$ cat src/rtl/alu_pkg.sv
// Shared opcode constants, FSM state encoding and opcode classification
// for the multicycle ALU.
package alu_pkg;

  localparam logic [3:0] OP_ADD  = 4'b0000;
  localparam logic [3:0] OP_SUB  = 4'b0001;
  localparam logic [3:0] OP_AND  = 4'b0010;
  localparam logic [3:0] OP_OR   = 4'b0011;
  localparam logic [3:0] OP_XOR  = 4'b0100;
  localparam logic [3:0] OP_SLTU = 4'b0101;
  localparam logic [3:0] OP_SLT  = 4'b0110;
  localparam logic [3:0] OP_SLL  = 4'b0111;
  localparam logic [3:0] OP_SRL  = 4'b1000;
  localparam logic [3:0] OP_SRA  = 4'b1001;
  localparam logic [3:0] OP_MUL  = 4'b1010;
  localparam logic [3:0] OP_DIVU = 4'b1011;
  localparam logic [3:0] OP_REMU = 4'b1100;

  typedef enum logic [1:0] {
    ST_IDLE = 2'd0,
    ST_BUSY = 2'd1,
    ST_DONE = 2'd2
  } alu_state_e;

  // Opcodes served by the bit-serial mul/div datapath.
  function automatic logic is_iter_op(input logic [3:0] op);
    return (op == OP_MUL) || (op == OP_DIVU) || (op == OP_REMU);
  endfunction

endpackage

$ cat src/rtl/alu_iter_muldiv.sv
// Bit-serial datapath: shift-add multiply and restoring divide, one bit per
// cycle for WIDTH cycles after a start strobe.
module alu_iter_muldiv
  import alu_pkg::*;
#(
  parameter int WIDTH = 32
) (
  input  logic             clk,
  input  logic             rst,
  input  logic             start,
  input  logic [WIDTH-1:0] op_a,
  input  logic [WIDTH-1:0] op_b,
  output logic             done,
  output logic [WIDTH-1:0] prod,
  output logic [WIDTH-1:0] quot,
  output logic [WIDTH-1:0] rem
);

  localparam int CNT_W = $clog2(WIDTH) + 1;

  logic [CNT_W-1:0] cnt_q;
  logic             busy_q;
  logic [WIDTH-1:0] acc_q, mcand_q, mplier_q;
  logic [WIDTH-1:0] quo_q, dvsr_q;
  logic [WIDTH:0]   rem_q;

  logic [WIDTH-1:0] acc_nxt, quo_nxt;
  logic [WIDTH:0]   rem_nxt, shifted, diff;
  logic             last;

  // One step of each algorithm; results are exposed so the top can capture
  // the final value on the same edge the last step retires.
  always_comb begin
    acc_nxt = acc_q;
    if (mplier_q[0]) acc_nxt = acc_q + mcand_q;
    shifted = {rem_q[WIDTH-1:0], quo_q[WIDTH-1]};
    diff    = shifted - {1'b0, dvsr_q};
    if (diff[WIDTH]) begin
      rem_nxt = shifted;
      quo_nxt = {quo_q[WIDTH-2:0], 1'b0};
    end else begin
      rem_nxt = diff;
      quo_nxt = {quo_q[WIDTH-2:0], 1'b1};
    end
  end

  assign last = busy_q && (cnt_q == CNT_W'(WIDTH - 1));
  assign done = last;
  assign prod = acc_nxt;
  assign quot = quo_nxt;
  assign rem  = rem_nxt[WIDTH-1:0];

  always_ff @(posedge clk) begin
    if (rst) begin
      cnt_q    <= '0;
      busy_q   <= 1'b0;
      acc_q    <= '0;
      mcand_q  <= '0;
      mplier_q <= '0;
      quo_q    <= '0;
      dvsr_q   <= '0;
      rem_q    <= '0;
    end else if (start) begin
      cnt_q    <= '0;
      busy_q   <= 1'b1;
      acc_q    <= '0;
      mcand_q  <= op_a;
      mplier_q <= op_b;
      quo_q    <= op_a;
      dvsr_q   <= op_b;
      rem_q    <= '0;
    end else if (busy_q) begin
      cnt_q    <= cnt_q + 1'b1;
      busy_q   <= ~last;
      acc_q    <= acc_nxt;
      mcand_q  <= mcand_q << 1;
      mplier_q <= mplier_q >> 1;
      quo_q    <= quo_nxt;
      rem_q    <= rem_nxt;
    end
  end

endmodule

$ cat src/rtl/alu_multicycle.sv
// Multicycle ALU with valid/ready handshake: single-cycle ops finish in one
// cycle, mul/divu/remu run on the bit-serial datapath for WIDTH cycles.
module alu_multicycle
  import alu_pkg::*;
#(
  parameter int WIDTH = 32
) (
  input  logic             i_clk,
  input  logic             i_rst,
  input  logic             i_valid,
  output logic             o_ready,
  input  logic [WIDTH-1:0] i_op_a,
  input  logic [WIDTH-1:0] i_op_b,
  input  logic [3:0]       i_alu_op,
  output logic             o_valid,
  input  logic             i_ready,
  output logic [WIDTH-1:0] o_alu_out,
  output logic             o_zero,
  output logic             o_err
);

  localparam int SH_W = $clog2(WIDTH);

  // Returns {err, result} for everything resolved in the accept cycle,
  // including the divide-by-zero and illegal-opcode outcomes.
  function automatic logic [WIDTH:0] single_op(input logic [3:0]       op,
                                               input logic [WIDTH-1:0] a,
                                               input logic [WIDTH-1:0] b);
    logic signed [WIDTH-1:0] sa, sb;
    logic [SH_W-1:0]         sh;
    logic [WIDTH-1:0]        r;
    logic                    e;
    sa = a;
    sb = b;
    sh = b[SH_W-1:0];
    r  = '0;
    e  = 1'b0;
    case (op)
      OP_ADD:  r = a + b;
      OP_SUB:  r = a - b;
      OP_AND:  r = a & b;
      OP_OR:   r = a | b;
      OP_XOR:  r = a ^ b;
      OP_SLTU: r = {{(WIDTH-1){1'b0}}, (a < b)};
      OP_SLT:  r = {{(WIDTH-1){1'b0}}, (sa < sb)};
      OP_SLL:  r = a << sh;
      OP_SRL:  r = a >> sh;
      OP_SRA:  r = sa >>> sh;
      OP_DIVU: begin r = '1; e = 1'b1; end
      OP_REMU: begin r = a;  e = 1'b1; end
      default: e = 1'b1;
    endcase
    return {e, r};
  endfunction

  alu_state_e       state_q, state_nxt;
  logic [3:0]       op_q;
  logic [WIDTH-1:0] res_q;
  logic             zero_q, err_q;

  logic             accept, iter_start, iter_done;
  logic [WIDTH:0]   single_res;
  logic [WIDTH-1:0] iter_prod, iter_quot, iter_rem, iter_res;

  assign accept     = i_valid && (state_q == ST_IDLE);
  assign iter_start = accept && is_iter_op(i_alu_op) &&
                      ((i_alu_op == OP_MUL) || (i_op_b != '0));
  assign single_res = single_op(i_alu_op, i_op_a, i_op_b);

  alu_iter_muldiv #(.WIDTH(WIDTH)) u_iter (
    .clk   (i_clk),
    .rst   (i_rst),
    .start (iter_start),
    .op_a  (i_op_a),
    .op_b  (i_op_b),
    .done  (iter_done),
    .prod  (iter_prod),
    .quot  (iter_quot),
    .rem   (iter_rem)
  );

  always_comb begin
    iter_res = iter_rem;
    if (op_q == OP_MUL)       iter_res = iter_prod;
    else if (op_q == OP_DIVU) iter_res = iter_quot;
  end

  always_ff @(posedge i_clk) begin
    if (i_rst) state_q <= ST_IDLE;
    else       state_q <= state_nxt;
  end

  always_comb begin
    state_nxt = state_q;
    o_ready   = 1'b0;
    o_valid   = 1'b0;
    case (state_q)
      ST_IDLE: begin
        o_ready = 1'b1;
        if (i_valid) state_nxt = iter_start ? ST_BUSY : ST_DONE;
      end
      ST_BUSY: if (iter_done) state_nxt = ST_DONE;
      ST_DONE: begin
        o_valid = 1'b1;
        if (i_ready) state_nxt = ST_IDLE;
      end
      default: state_nxt = ST_IDLE;
    endcase
  end

  // Result registers change only on accept or on the final iteration, so
  // they stay frozen throughout DONE.
  always_ff @(posedge i_clk) begin
    if (i_rst) begin
      op_q   <= '0;
      res_q  <= '0;
      zero_q <= 1'b0;
      err_q  <= 1'b0;
    end else if (accept) begin
      op_q <= i_alu_op;
      if (!iter_start) begin
        res_q  <= single_res[WIDTH-1:0];
        zero_q <= (single_res[WIDTH-1:0] == '0);
        err_q  <= single_res[WIDTH];
      end
    end else if (iter_done && (state_q == ST_BUSY)) begin
      res_q  <= iter_res;
      zero_q <= (iter_res == '0);
      err_q  <= 1'b0;
    end
  end

  assign o_alu_out = res_q;
  assign o_zero    = zero_q;
  assign o_err     = err_q;

endmodule

$ cat config.mk
export PLATFORM = sky130hd
export DESIGN_NAME = alu_multicycle
export DESIGN_NICKNAME = d
export VERILOG_FILES = /design/src/rtl/alu_pkg.sv /design/src/rtl/alu_iter_muldiv.sv /design/src/rtl/alu_multicycle.sv
export SDC_FILE = /design/constraint.sdc
export NUM_CORES = 1
export LEC_CHECK = 0
export CAP_MARGIN = 10
export CORE_UTILIZATION = 45
export CTS_CLUSTER_DIAMETER = 80
export DETAILED_ROUTE_END_ITERATION = 12
export PLACE_DENSITY = 0.71
export SETUP_SLACK_MARGIN = 0.3
export SYNTH_ARGS = -nofsm -noshare
export SYNTH_HDL_FRONTEND = slang
export SYNTH_HIERARCHICAL = 1
export SYNTH_SLANG_ARGS = --single-unit
$ cat constraint.sdc
create_clock -name i_clk -period 12.95 [get_ports i_clk]
set_input_delay 1.295 -clock i_clk [delete_from_list [all_inputs] [get_ports i_clk]]
set_output_delay 1.295 -clock i_clk [all_outputs]
set_load 0.02 [all_outputs]
; After elaboration in Yosys (flattened, before gate mapping)
; Index checks and enable logic that the tools add are counted.
[word_totals]
wordCells = 98
reg_bits = 239
[op_classes]
reduce_logical = 19
n_lt_le_gt_ge = 2
shift = 3
n_eq_ne = 21
addsub = 5
bitwise = 4
n_mux = 31
[ops]
columns = op, count
row1 = two-way mux 32 bit, 13
row2 = case mux 32 bit (12 select lines), 1
row3 = adder 32 bit, 2
row4 = zero test 32 bit, 2
row5 = < comparator 32 bit, 2
row6 = subtractor 33 x 32 -> 33 bit, 1
row7 = AND 32 bit, 1
row8 = bitwise OR 32 bit, 1
row9 = nonzero test 32 bit, 1
row10 = << shifter 32 x 5 -> 32 bit, 1
row11 = right shift 32 x 5 -> 32 bit, 1
row12 = >>> shifter 32 x 5 -> 32 bit, 1
row13 = subtractor 32 bit, 1
row14 = XOR 32 bit, 1
row15 = equality test 4 bit (second input constant), 7
row16 = equality test 4 x 3 -> 1 bit (second input constant), 4
row17 = two-way mux 1 bit, 12
row18 = OR reduction 10 bit, 1
row19 = equality test 4 x 2 -> 1 bit (second input constant), 2
row20 = two-way mux 2 bit, 4
row21 = inequality test 2 bit (second input constant), 4
row22 = adder 6 x 1 -> 6 bit (second input constant), 1
row23 = equality test 6 x 5 -> 1 bit (second input constant), 1
row24 = case mux 2 bit (3 select lines), 1
row25 = other kinds (12), 19

; Longest topological paths before layout
[logic_depth]
word_depth = 8
mapped_depth = 22
depth_no_buf = 20

; Hierarchy
; Netlist, hierarchy kept.
[by_module_without_submodules]
columns = mod, seq_area_each_um2, cells_per_inst, n_inst, area_each_um2
row1 = alu_multicycle, 800.8, 1874, 1, 13195.2
row2 = alu_iter_muldiv, 3983.8, 1547, 1, 12629.6

; Worst setup path before layout
; Ideal clock, no wire load.
[synth_timing]
kind = input port to flip-flop
start = input i_op_b[1]
end = register zero_q (netlist: o_zero)
arrival_ns = 5.386
n_path_buf = 3
path_slack_ns = 7.476
stages = 16
t_required_ns = 12.862
cell_sequence = buf_2 inv_2 buf_1 clkbuf_1 ha_1 o21bai_1 o211ai_1 a21oi_1 o21ai_1 a31oi_1 a21boi_1 a221o_1 a2111oi_4 nand4b_1 or4_1 o32ai_2
[synth_between]
elab_chain_len = 5
elab_cells_between_ends = 19
cone_classes = add/sub: 2 / order compare: 2 / eq/ne: 1 / shift: 3 / mux: 3 / bitwise: 3 / reduce/logical: 5
[synth_lines]
columns = element, line
row1 = start: declaration, alu_multicycle.sv:13  ; input logic [WIDTH-1:0] i_op_b,
row2 = subtractor 32 bit (tied with other cells), alu_multicycle.sv:40  ; OP_SUB: r = a - b;
row3 = case mux 32 bit (12 select lines) or logical OR 1 bit (tied branches), "alu_multicycle.sv:38, alu_multicycle.sv:67"
row4 = zero test 32 bit or logical AND 1 bit (tied branches), "alu_multicycle.sv:123, alu_multicycle.sv:66"
row5 = two-way mux 1 bit or inequality test 2 bit (tied branches), --
row6 = two-way mux 1 bit or AND reduction 2 bit (tied branches), --
row7 = end signal: assignment, alu_multicycle.sv:123  ; zero_q <= (single_res[WIDTH-1:0] == '0);
row8 = end signal: assignment, alu_multicycle.sv:128  ; zero_q <= (iter_res == '0);
row9 = end: declaration, alu_multicycle.sv:59  ; logic zero_q, err_q;
; Parallel ways exist; a longest one is shown, timed or not. The select of a mux whose other input is x is not followed.
; A chain may end at the register's enable or synchronous reset.

; Worst setup path after layout
[layout_timing]
start = input i_op_b[4]
end = register zero_q (netlist: o_zero)
; Same word-level chain as after synthesis.

==> results by group <==
Finish
  – Layout area overhead: 7.873%
  – Final Non-Filler Cells: 4104
  – Core Util, Final: 0.4931
  – Fraction of layout cells with a size suffix above 1: 0.08993
  – Layout Nets: 3572

Global route
  – Pin count of the biggest net entering global routing: 76
  – First-pass GRT wire length: 158700 um
  – Busiest grt layer: met2
  – Initial antenna violation count: 5
  – All-Layer GR Usage: 0.3508
  – GR Util met2: 0.5105
  – Met3 Use GR: 0.09578
  – Vias in the first global route: 24790
  – GR Util met1: 0.4807
  – Overflow after GRT: 0

Drt
  – Starting DRT DRC Count: 3869
  – Via Count: 27240
  – Vias/cell: 6.636
  – Antenna Nets Post-Route: 0
  – DR pass1 iterations: 8
  – DRC: 0
  – WL/cell: 26.17 um
  – Total wire length: 107400 um

Die
  – Full die area: 58350 um^2
  – Core Footprint: 56500 um^2
  – DIE WIDTH: 241.6 um
  – Rows: 87
  – Die Ht: 241.6 um
  – Initial Utilization: 0.4571
  – Ports: 108

Placed design
  – IO buf count: 107
  – Pre-CTS setup slack: 6.302 ns
  – DPL Wire Length: 80500 um
  – Placed instance count: 4055
  – Gp weighted congestion: 1.073

Synthesis
  – Cell count after synthesis: 3421
  – Warnings from Yosys: 6
  – Synth unique cells: 115
  – Biggest area consumer among synthesized cells: dfxtp_1
  – Post-synth top cells: nor2_1, a21oi_1, nand2_1, dfxtp_1, mux2i_1
  – Synthesized flop and latch total: 239
  – Synth async-reset ratio: 0
  – Dominant synthesized flop cell: dfxtp_1
  – Seq/Total Area, Yosys: 0.1853
  – Avg Cell Area, Syn: 7.549 um^2
  – Synth top area cells: dfxtp_1, mux2i_1, ha_1
  – Most common cell in the netlist: nor2_1
  – Yosys top cell area share: 0.1853
  – Mapped Nets: 3665
  – Number of synthesized flops with an enable pin: 0
  – Mapped Area: 25820 um^2

Status
  – Status: complete, no violations

Pwr
  – Peak VDD IR: 0.1079 mV
  – Power Density: 105.6 nW/um^2
  – Leakage: 10.86 nW

Clock tree
  – Root Buffer: clkbuf_16
  – Buffer levels on the longest clock path: 3
  – Post-CTS sizing: 0
  – Cts bufs inserted: 27
  – Clk Latency, worst-skew pair: 0.58 ns
  – CTS H-tree lvls: 1
  – Clk slew on worst S/H paths: 0.06 ns
  – Post-CTS Setup Bufs: 0
  – Cts-stage hold buffer count: 0
  – CTS tree: built
  – Clock tree sinks: 239

Worst hold path
  – Min-Delay Path Class: reg -> reg
  – Hold Crit Start: op_q[1]

STA
  – Final setup viols: 0
  – Final hold slack: 0.4594 ns
  – Slew Limit Headroom: 0.2915
  – Pins Over Slew Limit: 0
  – Achievable Freq: 156.4 MHz
  – Final hold vios: 0
  – RSZ-0062 raised after global routing: no
  – Fin crit share: 0.4938
  – Skew final: 0.01761 ns
  – Worst-Margin Slew: 1.063 ns
  – Setup WS post-layout: 6.556 ns
  – Post-route setup TNS: 0 ns
  – Period minus WS final: 6.394 ns

Critical path
  – Cell Chain, Critical Path: buf_2 -> buf_4 -> clkinv_1 -> ha_1 -> inv_1 -> a21oi_1 -> a31oi_1 -> a221oi_1 -> o22ai_1 -> a222oi_1 -> nand4_1 -> nor4_1 -> nand4b_1 -> or4_1 -> o32ai_2
  – FF-to-FF Start: u_iter/quo_q[31]
  – Crit path kind: in -> reg
  – Crit path max-delay cell type: clkinv_1
  – Crit. End Element: register
  – Type of origin of the critical path: input pin
  – CP max stage delay: 0.80 ns
  – CP max FO: 45
  – WP data required: 13.43 ns
  – CP Launch Point: i_op_b[4]
  – Worst Path Arrival: 6.88 ns

Run
  – Max_cap viols: 0
[cells by family (layout without fill, tap and decap cells)]
family / Yosys count / after routing / share of synthesized area
simple gates: 1109 / 1109 / 0.2002
compound gates: 1010 / 1010 / 0.2643
buf+inv: 470 / 396 / 0.08004
mux: 362 / 362 / 0.1656
flops: 239 / 239 / 0.1853
fa+ha+maj: 172 / 172 / 0.08450
xor+xnor: 59 / 59 / 0.02001
other cells: 0 / 1 / 0
[report_power, final]
part / internal (mW) / switching (mW)
Sequential: 0.780 / 0.0356
Combinational: 0.467 / 0.865
Clock: 0.461 / 0.333
Total: 1.71 / 1.23
[layout by cell type (no fill, tap or decap), types with 94 or more instances in the layout]
cell             count
nor2_1             411
a21oi_1            309
nand2_1            286
mux2i_1            238
dfxtp_1            237
inv_1              173
ha_1               168
o21ai_0            141
clkdlybuf4s50_1    101
nor3_1              94
[registers in the layout, indices dropped and copies added, names as in the netlist]
register,count
state_q,2
u_iter/mcand_q,32
o_zero,1
op_q,4
u_iter/mplier_q,32
u_iter/busy_q,1
u_iter/rem_q,32
u_iter/cnt_q,6
o_alu_out,32
o_err,1
u_iter/quo_q,32
u_iter/dvsr_q,32
u_iter/acc_q,32
[worst paths after layout]
kind	cells past startpoint	endpoint	slack (ns)
worst max-delay path	15	o_zero	6.56
worst min-delay path	2	op_q[1]	0.46
worst max register to register	19	o_zero	6.81
worst min register to register	2	op_q[1]	0.46
[routing by layer]
metal	up-vias	wire length [um]
met3	285	13430
li1	12290	-
met2	1714	44440
met1	12940	44290
met5	-	51
met4	8	5199
[stage by stage]
stage | total power, mW | area (um^2)
6_report | 2.941 | 27860
5_1_grt | 3.059 | 27860
4_1_cts | 2.900 | 27860
3_5_place_dp | 2.106 | 26950
3_3_place_gp | 2.105 | 26950
2_1_floorplan | 1.703 | 25820
[worst max-delay path, delay by kind of cell]
family / cells / cell delay (ns)
AO/OA/AOI/OAI: 6 / 1.81
adder cells (fa/ha/maj): 1 / 0.73
buffers and inverters: 4 / 1.47
AND/OR/NAND/NOR: 4 / 1.51
[area by class of cell]
class	instances	area, um^2
sequential	239	4790
clock inverter	11	130.1
antenna	1	2.502
multi-input combinational	2712	19030
timing repair buffer	169	1514
fill	5606	28640
inverter	179	671.9
tap	756	945.9
clock buffer	37	774.5
(Power assumes the default switching activity.)
